`config.mk`:
```
export PLATFORM = sky130hd
export DESIGN_NAME = clk_div_prog
export DESIGN_NICKNAME = d
export VERILOG_FILES = /design/src/rtl/clk_div_pkg.sv /design/src/rtl/clk_div_odd_stretch.sv /design/src/rtl/clk_div_prog.sv
export SDC_FILE = /design/constraint.sdc
export NUM_CORES = 1
export LEC_CHECK = 0
export CORE_ASPECT_RATIO = 2
export CORE_MARGIN = 2
export CORE_UTILIZATION = 25
export CTS_BUF_LIST = sky130_fd_sc_hd__clkbuf_4 sky130_fd_sc_hd__clkbuf_8 sky130_fd_sc_hd__clkbuf_16
export CTS_CLUSTER_DIAMETER = 60
export CTS_CLUSTER_SIZE = 30
export DETAILED_ROUTE_END_ITERATION = 16
export PLACE_DENSITY_LB_ADDON = 0.3
export SYNTH_ARGS = -nofsm -noshare
export SYNTH_HDL_FRONTEND = slang
export SYNTH_SLANG_ARGS = --single-unit
```
`constraint.sdc`:
```
create_clock -name clk -period 9.55 [get_ports clk]
set_input_delay 1.91 -clock clk [delete_from_list [all_inputs] [get_ports clk]]
set_output_delay 1.91 -clock clk [all_outputs]
set_load 0.005 [all_outputs]
```
`src/rtl/clk_div_pkg.sv`:
```
// clk_div_pkg: shared constants and helpers for the programmable clock divider
package clk_div_pkg;
   localparam int CLK_DIV_MIN   = 2;
   localparam int CLK_DIV_W_DEF = 8;
   function automatic logic [31:0] half(input logic [31:0] d);
      return d >> 1;
   endfunction
endpackage

```
`src/rtl/clk_div_odd_stretch.sv`:
```
// clk_div_odd_stretch: half-cycle stretch giving 50 % duty for odd divisors (used under CLK_DIV_ODD_DUTY_EN)
module clk_div_odd_stretch (
   input  logic clk,
   input  logic rst_n,
   input  logic out_pos,
   input  logic odd,
   output logic out
);
   logic out_neg_d, out_neg_q;
   always_comb out_neg_d = out_pos;
   always_ff @(negedge clk or negedge rst_n) begin
      if (!rst_n) out_neg_q <= 1'b0;
      else        out_neg_q <= out_neg_d;
   end
   // odd only changes at a wrap where out_pos rises, so the OR cannot glitch
   assign out = out_pos | (odd & out_neg_q);
endmodule

```
`src/rtl/clk_div_prog.sv`:
```
// clk_div_prog: programmable clock divider with boundary-synchronous divisor apply; CLK_DIV_ODD_DUTY_EN enables odd 50 % duty
module clk_div_prog
   import clk_div_pkg::*;
#(
   parameter int DIV_W     = CLK_DIV_W_DEF,
   parameter int DIV_RESET = 2
) (
   input  logic             clk,
   input  logic             rst_n,
   input  logic             en,
   input  logic [DIV_W-1:0] div_in,
   input  logic             div_load,
   output logic             div_pend,
   output logic [DIV_W-1:0] div_act,
   output logic             tick,
   output logic             out
);
   logic [DIV_W-1:0] cnt_d, cnt_q, act_d, act_q, pval_d, pval_q, cnt_nxt, h;
   logic             pend_d, pend_q, out_pos_d, out_pos_q, tick_d, tick_q;
   logic             running, apply;
   always_comb begin
      h         = DIV_W'(half(32'(act_q)));
      running   = en && (act_q >= DIV_W'(CLK_DIV_MIN));
      // >= rather than == so a stale count beyond the period still wraps
      cnt_nxt   = (cnt_q >= act_q - DIV_W'(1)) ? '0 : cnt_q + DIV_W'(1);
      apply     = pend_q && (!running || cnt_nxt == '0);
      cnt_d     = running ? cnt_nxt : '1;
      out_pos_d = running && (cnt_nxt < h);
      tick_d    = running && (cnt_nxt == '0);
      act_d     = apply ? pval_q : act_q;
      pval_d    = div_load ? div_in : pval_q;
      pend_d    = div_load || (pend_q && !apply);
   end
   always_ff @(posedge clk or negedge rst_n) begin
      if (!rst_n) begin
         cnt_q     <= DIV_W'(DIV_RESET - 1);
         act_q     <= DIV_W'(DIV_RESET);
         pval_q    <= '0;
         pend_q    <= 1'b0;
         out_pos_q <= 1'b0;
         tick_q    <= 1'b0;
      end else begin
         cnt_q     <= cnt_d;
         act_q     <= act_d;
         pval_q    <= pval_d;
         pend_q    <= pend_d;
         out_pos_q <= out_pos_d;
         tick_q    <= tick_d;
      end
   end
   assign div_pend = pend_q;
   assign div_act  = act_q;
   assign tick     = tick_q;
`ifdef CLK_DIV_ODD_DUTY_EN
   clk_div_odd_stretch u_stretch (
      .clk     (clk),
      .rst_n   (rst_n),
      .out_pos (out_pos_q),
      .odd     (act_q[0]),
      .out     (out)
   );
`else
   assign out = out_pos_q;
`endif
endmodule

```
==> results.md, run 1 <==
* Final hold viol count at 0
* Number of global-route vias before repair at ~1400
* Final Slew Violations at 0
* Fraction of layout cells with a size suffix above 1 at between 10% and 20%
* DR pass1 iterations at 4
* Max Root-Sink Buffers at 2
* H-tree depth at 1
* Cell Chain, Critical Path: nor4_1, nand4_1, xnor2_1, ha_1, and3_1, a221oi_1, nand2_2, nor2_1, ha_1, a21o_1, a21o_1, a21oi_1, o31ai_1, a211oi_1
* Part of the power in registers at between 20% and 30%
* Syn_area_per_cell at between 10 and 15 um^2
* Clock root buffer: clkbuf_16
* Gr usage total at 12.5%
* Final antenna-violating net count at 0
* Post-layout util at 32.3%
* F_max at ~270 MHz
* Top cell type's share of synthesized area at a little under two fifths
* Leading area contributor after synthesis: dfrtp_1
* Pwr dens at about 400 nW/um^2
* Synth Area in Adders at 12.9%
* Syn Nets at 187
* Crit share post-route at around two fifths
* Worst path max stage delay at 0.49 ns
* Critical-path maximum fanout at 17
* Fin nets at about 210
* Simple-gate share of the synthesized area at about 18%
* WL/cell at roughly 15 um
* Syn-to-layout area delta at 24.6%
* CP endpoint kind: register
* Xor/xnor cell area share of the yosys netlist at 6.37%
* Rows at just over 40
* Multi-input logic area at between 900 and 1000 um^2
* Max_cap viols at 0
* Post-Route Skew at 0.00366 ns
* Switching pwr at about 0.36 mW
* Final wirelength at ~4000 um
* Clock period minus worst slack at about 3.6 ns
* Leakage at between 0.9 and 1 nW
* Die Area at around 7300 um^2
* Fillers at 694
* Synth Area in Compound Gates at a little over an eighth
* Dominant cell by count in the synthesized netlist: dfrtp_1
* Core Box Area at about 6400 um^2
* Synthesized instance count at ~160
* Int Pwr at roughly 0.46 mW
* Reg2reg setup slack at about 6 ns
* Net Sw Frac at between 40% and 50%
* Commonest cells in the netlist: 25 x dfrtp_1, 17 x ha_1, 12 x nand2_1
* Synth Flop Type: dfrtp_1
* Post-CTS setup buffers at 0
* Actual slew at the worst max-slew pin at between 0.4 and 0.5 ns
* Skew-Pair Late Insertion Delay at ~0.27 ns
* Post-synthesis async set-or-reset flop share at 100%
* Largest net degree at the start of global routing at 28
* Startpoint Class: register
* Routability cong. at 0.718
* Reg clk slew, reported paths at roughly 0.070 ns
* First-pass GRT wire length at roughly 6600 um
* Total number of yosys warnings at 0
* Number of synthesized flops with an enable pin at 0
* Largest family of logic cells by synthesized area: simple AND/OR/NAND/NOR gates
* Worst vdd ir at around 0.12 mV
* Hold Crit Class: reg -> reg
* TritonCTS Buffers at 3
* Comb power frac at 60.6%
* Setup TNS at 0 ns
* Hold_ws at around 0.5 ns
* TritonCTS clock tree: built
* Finish-stage setup viols at 0
* # port buffers at 22
* Post-synthesis mux area share at under 10%
* Critical Path AT at roughly 3.8 ns
* Initial DRC count at 16
* CTS sink cnt at 27
* Initial Utilization at between 20% and 30%
* Resize count post-CTS at 0
* Sequential share of the synthesized area at between 40% and 50%
* Routed via count at between 1000 and 1500
* GRT overflow at 0
* RSZ-0062 raised after global routing: false
* Chip height at 119 um
* Synth Register Bits at 27
* Register area at 678 um^2
* CTS Hold Bufs at 0
* Status: completed
* HPWL Detailed at 3310 um
* Worst slew margin at 68.0%
* DRC at 0
* # diodes at 0
* Cell Area, Synth at roughly 1700 um^2
* Initial antenna violation count at 0
* Die extent in x at roughly 61 um
* Crit Path Class: reg -> reg
* Worst Path Required at between 9 and 10 ns
* IO Count at 23
* Top post-synthesis cells by area: dfrtp_1 38%, ha_1 13%, mux2_2 5.5%
* Critical path's slowest cell: nor4_1
* Clock network fraction of total power at 12.2%
* Routed vias/inst at between 4 and 5
* Distinct cell type count after synthesis at 37
## routing by layer
metal | share of wire [%] | global-route usage, % | up-vias
met5 | 0 | 0 | -
met4 | 3.7 | 7.58 | 0
met3 | 2.1 | 1.63 | 7
met2 | 62 | 23.8 | 18
met1 | 33 | 11.3 | 612
li1 | - | - | 613
## per-stage QoR
step | setup slack [ns] | total power [mW] | instance area [um^2] | std cells
after floorplan | 6.13 | 0.569 | 1650 | 158
after global placement | 6.02 | 0.722 | 1970 | 264
after detailed placement | 5.95 | 0.728 | 1970 | 264
after CTS | 5.92 | 0.835 | 2060 | 268
after global routing | 5.57 | 0.904 | 2060 | 268
final | 5.91 | 0.819 | 2060 | 268
## area by class of cell
class	instances	area share (%)
multi-input cells	118	44.9
flip-flops and latches	27	33.0
repair buffers	23	11.1
well taps	86	5.23
clock buffers	4	4.01
inverters	10	1.82
## logic make-up (layout without fill, tap and decap cells)
| logic type | after synthesis | in the layout |
|---|---|---|
| fa+ha+maj | 17 | 17 |
| buf+inv | 13 | 37 |
| xor+xnor | 12 | 12 |
| simple gates | 50 | 50 |
| flops | 27 | 27 |
| compound gates | 30 | 30 |
| mux | 9 | 9 |
## path summary, 6_finish.rpt
kind                                   startpoint  cells after the start                      to
max in group asynchronous                   rst_n                      2  div_act[1]$_DFFE_PN1P_
max reg2reg                div_act[2]$_DFFE_PN0P_                     14           out$_DFF_PN0_
min reg2reg                 pval_q[7]$_DFFE_PN0P_                      1   pval_q[7]$_DFFE_PN0P_
max                        div_act[2]$_DFFE_PN0P_                     14           out$_DFF_PN0_
min in group asynchronous                   rst_n                      2      cnt_q[4]$_DFF_PN0_
min                         pval_q[7]$_DFFE_PN0P_                      1   pval_q[7]$_DFFE_PN0P_
## worst max-delay path, delay by kind of cell (launching register included)
kind | cells | cell delay [ns]
compound gates | 6 | 1.15
xor+xnor | 1 | 0.15
fa+ha+maj | 2 | 0.53
flops | 1 | 0.43
simple gates | 5 | 1.29
## flip-flops by register name, indices dropped and copies added (netlist names)
register and cells:
div_pend 1, pval_q 8, tick 1, div_act 8, out 1, cnt_q 8
## power by group through the flow
stage,registers (mW),clock network [mW],logic [mW]
6_report,0.223,0.0997,0.496
5_1_grt,0.229,0.110,0.565
4_1_cts,0.224,0.105,0.506
3_5_place_dp,0.226,0,0.503
3_3_place_gp,0.224,0,0.497
2_1_floorplan,0.202,0,0.367
## cell usage in the layout, fill, tap and decap left out, types with 2 or more instances in the layout
cell,n
dfstp_2,2
clkbuf_16,3
dfrtp_1,25
o21ai_0,7
ha_1,17
nor3_1,3
mux2_2,8
nand3_1,5
inv_1,10
clkdlybuf4s50_1,22
xor2_1,4
a21o_1,6
nand2_1,12
o22ai_1,8
xnor2_1,8
nor2b_1,3
and3_1,6
nor2_1,10
a211oi_1,2
(Power assumes the default switching activity.)
==> inputs of run 2 (changes only) <==
==> constraint.sdc (replaced) <==
create_clock -name clk -period 3.6 [get_ports clk]
set_input_delay 0.72 -clock clk [delete_from_list [all_inputs] [get_ports clk]]
set_output_delay 0.72 -clock clk [all_outputs]
set_load 0.005 [all_outputs]
==> run 2 against run 1 <==
Flip-flop and latch count is the same. Clock skew rose by 0.0049 ns. Cell count up 1.1%. Critical path depth increased by 1. Non-clock buffer count increased by 3. Global-route usage fell by 0.15 points. Via count is 1.4% higher. Clock power rose to 2.5 times the previous value. First-iteration DRC count is 50% higher. Fmax grew 11%. Power grew to 2.7 times the previous value. Wire length decreased by 3.7%.
==> results.md, run 2 (synthesis results as in run 1) <==
* Final hold viol count at 0
* Finish-stage setup viols at 0
* Worst Setup EP: out$_DFF_PN0_
* Worst setup margin at around 0.33 ns
* Commonest non-fill, non-tap cells in the layout: 25 x dfrtp_1, 22 x clkdlybuf4s50_1, 17 x ha_1
* Crit Path Class: reg -> reg
* Final antenna-violating net count at 0
* Final wirelength at 3880 um
* CP endpoint kind: register
* Routed vias/inst at about 4.7
* HPWL Detailed at roughly 3300 um
* Clock root buffer: clkbuf_16
* Leakage at between 0.9 and 1 nW
* Post-layout util at about a third
* Die extent in x at slightly above 60 um
* Initial antenna violation count at 0
* Setup TNS at 0 ns
* TritonCTS clock tree: built
* Status: completed
* Max_cap viols at 0
* Chip height at about 120 um
* Worst Path Required at 3.78 ns
* Beginning of the critical path: div_act[1]$_DFFE_PN1P_
* Worst slew margin at 64.7%
* Crit-path most repeated cell: ha_1
* Cell Chain, Critical Path: inv_1, ha_1, nand2_1, xnor2_1, ha_1, and3_1, a221oi_1, nand2_2, nor2_1, ha_1, a21o_1, a21o_1, a21oi_1, o31ai_1, a211oi_1
* Final Slew Violations at 0
* Post-Route Skew at about 0.0085 ns
* CTS sink cnt at 27
* First-pass GRT wire length at between 6000 and 7000 um
* Pwr dens at about 1100 nW/um^2
* Critical-path maximum fanout at 5
* TritonCTS Buffers at 3
* Rows at around 40
* Multi-input logic area at just over 900 um^2
* Max Root-Sink Buffers at 2
* # diodes at 0
* Most common cell after layout, fill and taps aside: dfrtp_1
* Clock period minus worst slack at roughly 3.3 ns
* Total chip power at roughly 2.2 mW
* Crit share post-route at approximately nine tenths
* Initial DRC count at 24
* H-tree depth at 1
* Actual slew at the worst max-slew pin at between 0.5 and 0.6 ns
* IO Count at 23
* Initial Utilization at 25.9%
* R2r endpoint: out$_DFF_PN0_
* Worst vdd ir at between 0.3 and 0.4 mV
* Number of global-route vias before repair at approximately 1400
* Fraction of layout cells with a size suffix above 1 at 14.1%
* Critical Path AT at between 3 and 4 ns
* DRC at 0
* GRT overflow at 0
* Fin nets at between 200 and 250
* Worst path max stage delay at roughly 0.57 ns
* Syn-to-layout area delta at 26.2%
* Startpoint Class: register
* Routability cong. at approximately 0.75
* DR pass1 iterations at 4
* Largest net degree at the start of global routing at 28
* FF-to-FF Start: div_act[1]$_DFFE_PN1P_
* Post-CTS setup buffers at 0
* Reg2reg setup slack at roughly 0.33 ns
* Skew-Pair Late Insertion Delay at 0.26 ns
* Register area at 678 um^2
* Critical path's slowest cell: dfstp_2
* # port buffers at 22
* Hold Crit Class: reg -> reg
* Fillers at between 700 and 800
* WL/cell at ~14 um
* Routed via count at about 1300
* RSZ-0062 raised after global routing: false
* Gr usage total at between 10% and 20%
* Die Area at 7310 um^2
* Core Box Area at roughly 6400 um^2
* Reg clk slew, reported paths at ~0.070 ns
* F_max at 306 MHz
* Worst Reg-to-Reg Cells at 15
* Pre-CTS setup slack at between 0.2 and 0.3 ns
-- run 2: metrics by stage --
stage               hold WS (ns)  cell area [um^2]  instances
floorplan                  0.424              1650        158
global placement           0.490              2000        267
detailed placement         0.496              2000        267
CTS                        0.505              2080        271
global route               0.520              2080        271
finish                     0.503              2080        271
-- run 2: cell type report --
type                    instances  area share (%)
clock buffers                   3            3.60
inverters                      10            1.80
flip-flops and latches         27            32.6
multi-input cells             118            44.6
repair buffers                 26            12.0
well taps                      86            5.17
clock inverters                 1           0.240
-- run 2: repair_timing --
action                                  CTS  global route
gates resized for setup                   0             1
endpoints found under the setup margin    0             1
hold buffers                              0             0
-- run 2: worst min-delay path by stage --
stage,startpoint,cells after the start,end
floorplan,rst_n,0,cnt_q[1]$_DFF_PN0_
global placement,pval_q[2]$_DFFE_PN0P_,1,pval_q[2]$_DFFE_PN0P_
detailed placement,pval_q[1]$_DFFE_PN0P_,2,div_act[1]$_DFFE_PN1P_
CTS,pval_q[1]$_DFFE_PN0P_,2,div_act[1]$_DFFE_PN1P_
global route,pval_q[2]$_DFFE_PN0P_,1,pval_q[2]$_DFFE_PN0P_
finish,pval_q[1]$_DFFE_PN0P_,2,div_act[1]$_DFFE_PN1P_
-- run 2: layer usage --
layer / routed length, um / global-route usage [%] / part of all wire, %
met1: 1310 / 11.6 / 34
met2: 2420 / 24.3 / 62
met3: 47 / 1.41 / 1.2
met4: 110 / 5.32 / 2.8
met5: 0 / 0 / 0
-- run 2: critical path, delay by kind of cell, from the launching register on --
kind | cells | cell delay [ns]
AO/OA/AOI/OAI | 6 | 1.11
adder cells (fa/ha/maj) | 3 | 0.76
flip-flops | 1 | 0.57
AND/OR/NAND/NOR | 4 | 0.52
XOR/XNOR | 1 | 0.13
buffers and inverters | 1 | 0.11
-- run 2: report_power, final --
| part | switching (mW) | internal (mW) | total (mW) |
|---|---|---|---|
| Sequential | 0.151 | 0.426 | 0.577 |
| Clock | 0.101 | 0.150 | 0.250 |
| Combinational | 0.700 | 0.668 | 1.37 |
==> inputs of run 3 (changes only) <==
==> constraint.sdc (replaced) <==
create_clock -name clk -period 3.8 [get_ports clk]
set_input_delay 0.76 -clock clk [delete_from_list [all_inputs] [get_ports clk]]
set_output_delay 0.76 -clock clk [all_outputs]
set_load 0.005 [all_outputs]
==> run 3 against run 2 <==
Utilization decreased by 0.33 points. Sequential share of layout area increased by 0.34 points. Clock-buffer cell count is the same. Clock skew shrank 0.0020 ns. Fmax down 3.2%. Combinational power is 7% lower. Global-route usage decreased by 0.41 points. Final area down 1.0%. Via count decreased by 2.4%. Clock power down 6%. Hold slack hardly changed. First-iteration DRC count is 4.2% lower. Critical path type unchanged. Critical endpoint unchanged. Highest routed layer unchanged.
==> results.md, run 3 (synthesis results as in run 1) <==
* Status: completed
* Die Area at 7310 um^2
* Max_cap viols at 0
* Fin nets at roughly 210
* Final wirelength at roughly 3800 um
* GRT overflow at 0
* Net Sw Frac at a little over two fifths
* HPWL Detailed at around 3200 um
* WL/cell at 14.3 um
* TritonCTS Buffers at 3
* CP endpoint kind: register
* Worst vdd ir at between 0.3 and 0.4 mV
* Clock period minus worst slack at between 3 and 4 ns
* Critical Path AT at 3.54 ns
* Post-Route Skew at 0.00653 ns
* Hold Crit Class: reg -> reg
* Finish-stage setup viols at 0
* Gr usage total at 11.9%
* Syn-to-layout area delta at 24.9%
* Int Pwr at between 1 and 1.5 mW
* Switching pwr at 0.899 mW
* First-pass GRT wire length at around 6500 um
* Worst Path Required at 3.97 ns
* Initial Utilization at between 20% and 30%
* Most common cell after layout, fill and taps aside: dfrtp_1
* DR pass1 iterations at 3
* Met1 GRT Util at 12.1%
* Crit share post-route at just under 90%
* Routed vias/inst at 4.60
* Clock network fraction of total power at a little under an eighth
* Final hold viol count at 0
* RSZ-0062 raised after global routing: false
* Skew-Pair Late Insertion Delay at around 0.26 ns
* Reg clk slew, reported paths at roughly 0.070 ns
* Core Box Area at around 6400 um^2
* Leakage at slightly above 0.9 nW
* Critical-path maximum fanout at 6
* Number of global-route vias before repair at 1284
* Final antenna-violating net count at 0
* Part of the power in registers at between 20% and 30%
* Routability cong. at 0.730
* Post-CTS setup buffers at 0
* Max Root-Sink Buffers at 2
* F_max at around 300 MHz
* Pwr dens at approximately 1000 nW/um^2
* Rows at 41
* CTS Hold Bufs at 0
* Die extent in x at roughly 60 um
* TritonCTS clock tree: built
* Startpoint Class: register
* Design area at slightly above 2000 um^2
* H-tree depth at 1
* DRC at 0
* Fillers at slightly below 700
* Clock root buffer: clkbuf_16
* CTS sink cnt at 27
* Initial DRC count at 23
* Initial antenna violation count at 0
* Worst slew margin at between 60 and 70%
* Commonest non-fill, non-tap cells in the layout: 25 x dfrtp_1, 22 x clkdlybuf4s50_1, 17 x ha_1
* GRT met3 Usage at under 10%
* Met2 Use GR at between 20% and 30%
* Crit Path Class: reg -> reg
* Comb power frac at between 60% and 70%
* Setup TNS at 0 ns
* Most Crowded Layer GR: met2
* Area after DPL at 1980 um^2
* Chip height at between 100 and 150 um
* Resize count post-CTS at 0
* Fraction of layout cells with a size suffix above 1 at between 10% and 20%
* Final Slew Violations at 0
* Actual slew at the worst max-slew pin at 0.454 ns
* # diodes at 0
* Largest net degree at the start of global routing at 28
* # port buffers at 22
* IO Count at 23
* Routed via count at ~1200
## run 3: changes by cell type in the layout (fill, tap and decap cells not counted), sizes merged
cell / before / now
buf: 4 / 2
## run 3: path summary, 6_finish.rpt
kind                                   startpoint                     end  slack, ns  depth (start not counted)
max                        div_act[2]$_DFFE_PN0P_           out$_DFF_PN0_       0.43                         14
min                         pval_q[1]$_DFFE_PN0P_  div_act[1]$_DFFE_PN1P_       0.50                          2
max reg2reg                div_act[2]$_DFFE_PN0P_           out$_DFF_PN0_       0.43                         14
min reg2reg                 pval_q[1]$_DFFE_PN0P_  div_act[1]$_DFFE_PN1P_       0.50                          2
max in group asynchronous                   rst_n  div_act[1]$_DFFE_PN1P_       2.62                          2
min in group asynchronous                   rst_n          tick$_DFF_PN0_       0.87                          2
## run 3: area by class of cell
type,instances,area (um^2),share of cell area [%]
Clock inverter,1,5.00,0.243
Inverter,10,37.5,1.82
Sequential cell,27,678,32.9
Timing Repair Buffer,24,235,11.4
Multi-Input combinational cell,118,923,44.8
Clock buffer,3,75.1,3.64
Tap cell,86,108,5.22
## run 3: routing by layer
layer,wire length (um),vias to the layer above
li1,-,614
met1,1290,610
met2,2440,11
met3,60,2
met4,49,0
met5,0,-
## run 3: per-stage QoR
stage / power, mW / hold slack, ns / utilization [%] / setup slack, ns / instances
after detailed placement: 1.84 / 0.496 / 31.2 / 0.417 / 265
final: 2.06 / 0.504 / 32.4 / 0.426 / 269
after global placement: 1.84 / 0.490 / 31.2 / 0.509 / 265
after global routing: 2.28 / 0.531 / 32.4 / 0.137 / 269
after floorplan: 1.43 / 0.464 / - / 0.382 / 158
after CTS: 2.10 / 0.508 / 32.4 / 0.381 / 269
## run 3: power groups by stage
stage / clock network, mW / logic, mW / registers (mW)
finish: 0.236 / 1.27 / 0.558
global route: 0.258 / 1.44 / 0.579
CTS: 0.244 / 1.29 / 0.564
detailed placement: 0 / 1.27 / 0.569
global placement: 0 / 1.27 / 0.568
floorplan: 0 / 0.923 / 0.509
## run 3: worst max-delay path, stage by stage, from the launching register on
cell      delay [ns]
dfrtp_1         0.43
nor4_1          0.47
nand4_1         0.17
xnor2_1         0.15
ha_1            0.29
and3_1          0.20
a221oi_1        0.33
nand2_2         0.10
nor2_1          0.11
ha_1            0.25
a21o_1          0.18
a21o_1          0.17
a21oi_1         0.14
o31ai_1         0.09
a211oi_1        0.20
